==> src/rtl/radix2_butterfly.sv <==
`default_nettype none
// ============================================================================
// Module   : radix2_butterfly
// Purpose  : 4-stage pipelined radix-2 DIT butterfly, X = A + B*W, Y = A - B*W,
//            with rounding, optional /2 scaling, saturation and global stall.
// Revision : 1.0 - initial release
// ============================================================================
module radix2_butterfly #(
    parameter int WL    = 16,
    parameter int FRAC  = 15,
    parameter int SCALE = 1
) (
    input  logic                 CLK,
    input  logic                 RST,
    input  logic                 in_valid,
    output logic                 in_ready,
    input  logic signed [WL-1:0] a_re,
    input  logic signed [WL-1:0] a_im,
    input  logic signed [WL-1:0] b_re,
    input  logic signed [WL-1:0] b_im,
    input  logic signed [WL-1:0] w_re,
    input  logic signed [WL-1:0] w_im,
    output logic                 out_valid,
    input  logic                 out_ready,
    output logic signed [WL-1:0] x_re,
    output logic signed [WL-1:0] x_im,
    output logic signed [WL-1:0] y_re,
    output logic signed [WL-1:0] y_im,
    output logic                 ovf
);

    localparam int c_PW = 2 * WL;
    localparam int c_TW = 2 * WL + 1;
    localparam logic signed [c_TW-1:0] c_RND = c_TW'(1) <<< (FRAC - 1);

    // Returns {saturated, value}: value fits WL iff all bits above the WL sign bit agree.
    function automatic logic [WL:0] f_sat(input logic [c_TW-1:0] v);
        logic [c_TW-WL:0] w_hi;
        w_hi = v[c_TW-1:WL-1];
        if ((&w_hi) || !(|w_hi))
            f_sat = {1'b0, v[WL-1:0]};
        else if (v[c_TW-1])
            f_sat = {1'b1, 1'b1, {(WL-1){1'b0}}};
        else
            f_sat = {1'b1, 1'b0, {(WL-1){1'b1}}};
    endfunction

    // Final combine; floor((s+1)/2) is evaluated as (s >>> 1) + s[0].
    function automatic logic [WL:0] f_comb(input logic [WL-1:0] a, input logic [WL-1:0] t,
                                           input logic sub);
        logic [WL:0] w_s;
        w_s = sub ? ({a[WL-1], a} - {t[WL-1], t}) : ({a[WL-1], a} + {t[WL-1], t});
        if (SCALE != 0)
            f_comb = {1'b0, w_s[WL:1] + {{(WL-1){1'b0}}, w_s[0]}};
        else
            f_comb = f_sat({{(c_TW-WL-1){w_s[WL]}}, w_s});
    endfunction

    logic                 w_adv;
    logic                 r_v1, r_v2, r_v3, r_v4;
    logic [WL-1:0]        r_a1_re, r_a1_im, r_a2_re, r_a2_im, r_a3_re, r_a3_im;
    logic [WL-1:0]        r_b1_re, r_b1_im, r_w1_re, r_w1_im;
    logic signed [c_PW-1:0] r_p_rr, r_p_ii, r_p_ri, r_p_ir;
    logic [WL-1:0]        r_t_re, r_t_im;

    logic signed [c_PW-1:0] w_b_re_x, w_b_im_x, w_w_re_x, w_w_im_x;
    logic signed [c_TW-1:0] w_t_re_full, w_t_im_full, w_t_re_rnd, w_t_im_rnd;
    logic [WL:0]          w_t_re_sat, w_t_im_sat;
    logic [WL:0]          w_x_re, w_x_im, w_y_re, w_y_im;

    assign w_adv     = out_ready | ~r_v4;
    assign in_ready  = w_adv;
    assign out_valid = r_v4;

    assign w_b_re_x = {{WL{r_b1_re[WL-1]}}, r_b1_re};
    assign w_b_im_x = {{WL{r_b1_im[WL-1]}}, r_b1_im};
    assign w_w_re_x = {{WL{r_w1_re[WL-1]}}, r_w1_re};
    assign w_w_im_x = {{WL{r_w1_im[WL-1]}}, r_w1_im};

    assign w_t_re_full = {r_p_rr[c_PW-1], r_p_rr} - {r_p_ii[c_PW-1], r_p_ii};
    assign w_t_im_full = {r_p_ri[c_PW-1], r_p_ri} + {r_p_ir[c_PW-1], r_p_ir};
    assign w_t_re_rnd  = (w_t_re_full + c_RND) >>> FRAC;
    assign w_t_im_rnd  = (w_t_im_full + c_RND) >>> FRAC;
    assign w_t_re_sat  = f_sat(w_t_re_rnd);
    assign w_t_im_sat  = f_sat(w_t_im_rnd);

    assign w_x_re = f_comb(r_a3_re, r_t_re, 1'b0);
    assign w_x_im = f_comb(r_a3_im, r_t_im, 1'b0);
    assign w_y_re = f_comb(r_a3_re, r_t_re, 1'b1);
    assign w_y_im = f_comb(r_a3_im, r_t_im, 1'b1);

    always_ff @(posedge CLK) begin
        if (RST) begin
            r_v1    <= 1'b0;
            r_v2    <= 1'b0;
            r_v3    <= 1'b0;
            r_v4    <= 1'b0;
            r_a1_re <= '0;
            r_a1_im <= '0;
            r_b1_re <= '0;
            r_b1_im <= '0;
            r_w1_re <= '0;
            r_w1_im <= '0;
            r_a2_re <= '0;
            r_a2_im <= '0;
            r_p_rr  <= '0;
            r_p_ii  <= '0;
            r_p_ri  <= '0;
            r_p_ir  <= '0;
            r_a3_re <= '0;
            r_a3_im <= '0;
            r_t_re  <= '0;
            r_t_im  <= '0;
            x_re    <= '0;
            x_im    <= '0;
            y_re    <= '0;
            y_im    <= '0;
            ovf     <= 1'b0;
        end else if (w_adv) begin
            r_v1    <= in_valid;
            r_a1_re <= a_re;
            r_a1_im <= a_im;
            r_b1_re <= b_re;
            r_b1_im <= b_im;
            r_w1_re <= w_re;
            r_w1_im <= w_im;

            r_v2    <= r_v1;
            r_a2_re <= r_a1_re;
            r_a2_im <= r_a1_im;
            r_p_rr  <= w_b_re_x * w_w_re_x;
            r_p_ii  <= w_b_im_x * w_w_im_x;
            r_p_ri  <= w_b_re_x * w_w_im_x;
            r_p_ir  <= w_b_im_x * w_w_re_x;

            r_v3    <= r_v2;
            r_a3_re <= r_a2_re;
            r_a3_im <= r_a2_im;
            r_t_re  <= w_t_re_sat[WL-1:0];
            r_t_im  <= w_t_im_sat[WL-1:0];

            r_v4    <= r_v3;
            x_re    <= w_x_re[WL-1:0];
            x_im    <= w_x_im[WL-1:0];
            y_re    <= w_y_re[WL-1:0];
            y_im    <= w_y_im[WL-1:0];

            // Only beats actually occupying the stage may raise the sticky flag.
            ovf <= ovf
                 | (r_v2 & (w_t_re_sat[WL] | w_t_im_sat[WL]))
                 | (r_v3 & (w_x_re[WL] | w_x_im[WL] | w_y_re[WL] | w_y_im[WL]));
        end
    end

endmodule
`default_nettype wire

==> config.mk <==
export PLATFORM = sky130hd
export DESIGN_NAME = radix2_butterfly
export DESIGN_NICKNAME = d
export VERILOG_FILES = /design/src/rtl/radix2_butterfly.sv
export SDC_FILE = /design/constraint.sdc
export NUM_CORES = 2
export LEC_CHECK = 0
export CELL_PAD_IN_SITES_DETAIL_PLACEMENT = 0
export CELL_PAD_IN_SITES_GLOBAL_PLACEMENT = 1
export CORE_ASPECT_RATIO = 1.5
export CORE_MARGIN = 4
export CORE_UTILIZATION = 30
export CTS_BUF_LIST = sky130_fd_sc_hd__clkbuf_4 sky130_fd_sc_hd__clkbuf_8 sky130_fd_sc_hd__clkbuf_16
export DETAILED_ROUTE_END_ITERATION = 12
export HOLD_SLACK_MARGIN = 0.08
export PLACE_DENSITY_LB_ADDON = 0.1
export SYNTH_ARGS = -nofsm -noshare
export SYNTH_HDL_FRONTEND = slang
export SYNTH_SLANG_ARGS = --single-unit
==> constraint.sdc <==
create_clock -name CLK -period 10.49 [get_ports CLK]
set_clock_uncertainty 0.05 [all_clocks]
set_input_delay 1.5735 -clock CLK [delete_from_list [all_inputs] [get_ports CLK]]
set_output_delay 1.5735 -clock CLK [all_outputs]
set_load 0.01 [all_outputs]
==> impl_summary.md <==
Clocking
The post-CTS resize count is 0. The clock drives 389 sinks. Counting along the longest clock path gives a buffer depth of 3. The number of H-tree branching levels is 2. At the later pin of the worst-skew pair, clock insertion delay measures 0.73 ns. TritonCTS built the clock tree. The clock transition time at the flip-flop clock pins of the worst setup and hold paths is 0.06 ns. The number of clock buffers added by TritonCTS is 54. After clock tree synthesis, the flow added hold-fix buffers numbering 0. In this run the clock root is driven by a sky130_fd_sc_hd__clkbuf_16. The total setup buffers inserted after CTS is 0.

Logic synthesis
After synthesis the netlist holds a flip-flop and latch count of 389. The async set or reset register ratio after synthesis is 0%. Summing the areas of all and, or, nand and nor instances in the mapped netlist gives 16.9% of the synthesized area. The most instantiated flip-flop cell in the synthesis netlist is sky130_fd_sc_hd__dfxtp_1. The fraction of post-synthesis cell area in the top cell type by area is 34.9%. Yosys printed 0 warnings.

The xor/xnor cell area share of the yosys netlist is 3.50%. The number of distinct library cell variants in the gate-level netlist after synthesis is 89. The number of standard cells after synthesis is 7029.

The share of the Yosys chip area taken by registers is 12.9%. After synthesis, the mean cell area works out to 8.58 sq um. The net count of the mapped netlist is 8703. Yosys attributes the largest share of cell area to sky130_fd_sc_hd__fa_1, sky130_fd_sc_hd__dfxtp_1, sky130_fd_sc_hd__ha_1. Counting flops with a built-in enable in the synthesized netlist gives 0. The multiplexer share of the synthesized area is 0.154%. The dominant combinational cell family by area after synthesis is adder cells. The adder-cell area share of the yosys netlist is 45.8%. The synthesized netlist devotes 10.5% of its cell area to compound gates.

Of all cell types, the one taking the most synthesized area is sky130_fd_sc_hd__fa_1. The cell area after synthesis is 60300 sq um.

Detailed routing
The count of nets left with antenna violations once routing finished came out at 0. Summed over all layers, the routed wires come to 212000 um. The per-cell via count in the routed design is 4.78.

For this run, design rule violations remaining after detail routing come to 0. The pre-antenna-repair detailed-routing pass consisted of 5 iterations. The detail-routed net length per standard cell is 21.9 um. The via count of the routed design is 46267. The iteration-0 DRC count of the detailed router is 2450.

Critical path
STA puts the critical path data required time at 11.03 ns. The kind of start point of the critical path is a flop. Traced cell by cell, the critical path runs through clkinv_1, buf_4, nor2_1, fa_1, fa_1, fa_1, fa_1, fa_1, inv_1, fa_1, inv_1, ha_1, a21o_1, a21o_1, a21o_1, a21o_1, a21o_1, o21ai_0, o211ai_1, a31oi_1, xnor2_1, o21ai_0. The peak fanout along the critical path is 14. The worst setup path is of the flop to flop kind. The standard cell with the maximum stage delay on the critical path is sky130_fd_sc_hd__clkinv_1.

The capturing element type of the critical path is a flop. The arrival time of data at the critical path endpoint is 8.22 ns. In this design, the stage delay of the slowest critical-path cell is 0.79 ns.

In this design, the critical path's most frequently occurring cell is sky130_fd_sc_hd__fa_1.

Timing
Setup violations remaining at the end of the flow were counted as 0. The hold slack is 0.352 ns. The final hold violation count came to 0. The setup TNS after final layout is 0 ns. The transition time at the pin with the least slew margin is 1.28 ns. Subtracting the final worst setup slack from the clock period gives 7.68 ns. The portion of the clock cycle consumed by the worst path in the final layout is 73.2%. Based on the critical path, the design can be clocked at up to 0.130 GHz. Setup repair after global routing left no endpoint under its margin.

The worst max-slew margin expressed relative to the limit is 14.7%. The final count of pins violating max slew is 0.

Floorplanning
The top-level I/O count is 167. The area of the core region is 200000 sq um. The chip width is 374 um.

The die is 557 um tall. The starting utilization of the core area is 30.2%. The die covers 208000 sq um. In this run the core area contains 201 standard-cell rows.

Power
In this run the power density over the cells is 188 nW/um^2. The worst voltage drop across the vdd grid is 154 uV. In this run the static leakage power is 32.1 nW.

Cells and area
The share of post-route cells with drive strength above 1 is 3.42%. Leaving out fill and tap cells, the most frequent cells in the layout are sky130_fd_sc_hd__inv_1, sky130_fd_sc_hd__nand2_1, sky130_fd_sc_hd__fa_1. The fraction of the core area covered by cells at the end of the flow is 33.3%.

After the last flow step, the layout net total stands at 8671. The library cell used most frequently in the layout, excluding fill and tap cells, is sky130_fd_sc_hd__inv_1. Relative to the synthesized area, the layout overhead comes to 10.5%.

The number of cells in the finished layout apart from fillers is 9680. The finished layout cell area is 66600 sq um.

Placed design
The number of cells after detailed placement is 9580. After detailed placement, the total cell area comes to 64700 sq um. The congestion estimate from routability-driven global placement came to 0.832. Summed over all nets, the half-perimeter wirelength after detailed placement is 164000 um. In this run the tool buffered the top-level ports with 166 buffer cells.

Outcome
The run finished with clean final reports.

Global routing
Entering global routing, the biggest net connects 173 pins. The first global-routing pass estimated 322000 um of wire. Global routing consumed, over all layers together, 20.4% of the routing resources.

The via count of the first global-routing pass is 50399. The initial antenna violation count was 10. The total overflow reported by the global router is 0.

Hold path
The worst hold path belongs to the class flop to flop.

Flow run
Across the run, the number of max-cap violations was 0.
-- registers in the layout, indices dropped and copies added (netlist names), 16 cells and up --
name     cells
r_p_ii      32
r_p_ir      32
r_p_ri      32
r_p_rr      32
r_a1_im     16
r_a1_re     16
r_a2_im     16
r_a2_re     16
r_a3_im     16
r_a3_re     16
r_b1_im     16
r_b1_re     16
r_t_im      16
r_t_re      16
r_w1_im     16
r_w1_re     16
x_im        16
x_re        16
y_im        16
y_re        16
-- final timing paths --
check / start / end / slack, ns / cells past startpoint
setup reg to reg: r_w1_re[15]$_SDFFE_PP0P_ / r_p_ir[31]$_SDFFE_PP0P_ / 2.81 / 22
hold reg to reg: r_a1_re[11]$_SDFFE_PP0P_ / r_a2_re[11]$_SDFFE_PP0P_ / 0.35 / 2
hold / removal: r_a1_re[11]$_SDFFE_PP0P_ / r_a2_re[11]$_SDFFE_PP0P_ / 0.35 / 2
setup / recovery: r_w1_re[15]$_SDFFE_PP0P_ / r_p_ir[31]$_SDFFE_PP0P_ / 2.81 / 22
-- power by group --
part           leakage, nW  switching (mW)  internal (mW)  total [mW]
clock                0.945           0.878           1.19        2.06
combinational         27.9            5.02           3.26        8.28
sequential            3.22           0.344           1.82        2.16
total                 32.1            6.24           6.27        12.5
-- cell usage after synthesis, types with 14 or more instances --
master                     count
sky130_fd_sc_hd__fa_1       1052
sky130_fd_sc_hd__nor4_1       14
sky130_fd_sc_hd__a211o_1      15
sky130_fd_sc_hd__or3_1        32
sky130_fd_sc_hd__and2_1      508
sky130_fd_sc_hd__ha_1        522
sky130_fd_sc_hd__nor2_1      253
sky130_fd_sc_hd__a21o_1       78
sky130_fd_sc_hd__nand3_1      61
sky130_fd_sc_hd__nor2b_1      18
sky130_fd_sc_hd__nor3_1       50
sky130_fd_sc_hd__nand2b_1     39
sky130_fd_sc_hd__a211oi_1     79
sky130_fd_sc_hd__o21a_1       38
sky130_fd_sc_hd__inv_1      1290
sky130_fd_sc_hd__o21bai_1     36
sky130_fd_sc_hd__a21oi_1     424
sky130_fd_sc_hd__nand4_1      18
sky130_fd_sc_hd__xnor2_1     171
sky130_fd_sc_hd__nand2_1    1103
sky130_fd_sc_hd__xor2_1       70
sky130_fd_sc_hd__o211ai_1     22
sky130_fd_sc_hd__and3_1       24
sky130_fd_sc_hd__o21ai_0     136
sky130_fd_sc_hd__clkbuf_1    328
sky130_fd_sc_hd__a31oi_1      20
sky130_fd_sc_hd__dfxtp_1     389
-- final cells by class --
cell class | instances | area, sq um
Fill cell | 21115 | 133000
Multi-Input combinational cell | 5003 | 46400
Sequential cell | 389 | 7790
Inverter | 1292 | 4860
Tap cell | 2639 | 3300
Timing Repair Buffer | 257 | 2360
Clock buffer | 67 | 1480
Clock inverter | 32 | 443
Antenna cell | 1 | 2.50
-- routing by layer --
metal / global-route usage (%) / share of wire, %
met2: 38.2 / 53
met3: 1.88 / 3.0
met5: 0 / 0
met4: 5.94 / 3.3
met1: 24.7 / 41
-- kinds of logic (layout without fill, tap and decap cells) --
group           count (synthesis)  count (layout)
flops                         389             389
fa+ha+maj                    1574            1574
buf+inv                      1637            1648
xor+xnor                      241             241
other cells                     0               1
mux                             9               9
compound gates               1000            1000
simple gates                 2179            2179
-- critical path, delay by kind of cell, from the launching register on --
kind                       cells  cell delay [ns]
buffers and inverters          4             1.37
xor gates and xnor gates       1             0.13
and+or+nand+nor                1             0.16
adders and majority gates      7             3.20
DFF                            1             0.72
AOI/OAI and AO/OA              9             1.88
-- metrics by stage --
| step | setup slack [ns] | total power, mW |
|---|---|---|
| final | 2.81 | 12.5 |
| after floorplan | 4.07 | 7.66 |
| after CTS | 2.70 | 12.8 |
| after detailed placement | 2.74 | 10.6 |
| after global routing | 2.48 | 13.7 |
| after global placement | 2.77 | 10.6 |
Note: power is estimated with default switching activity, not from simulation.
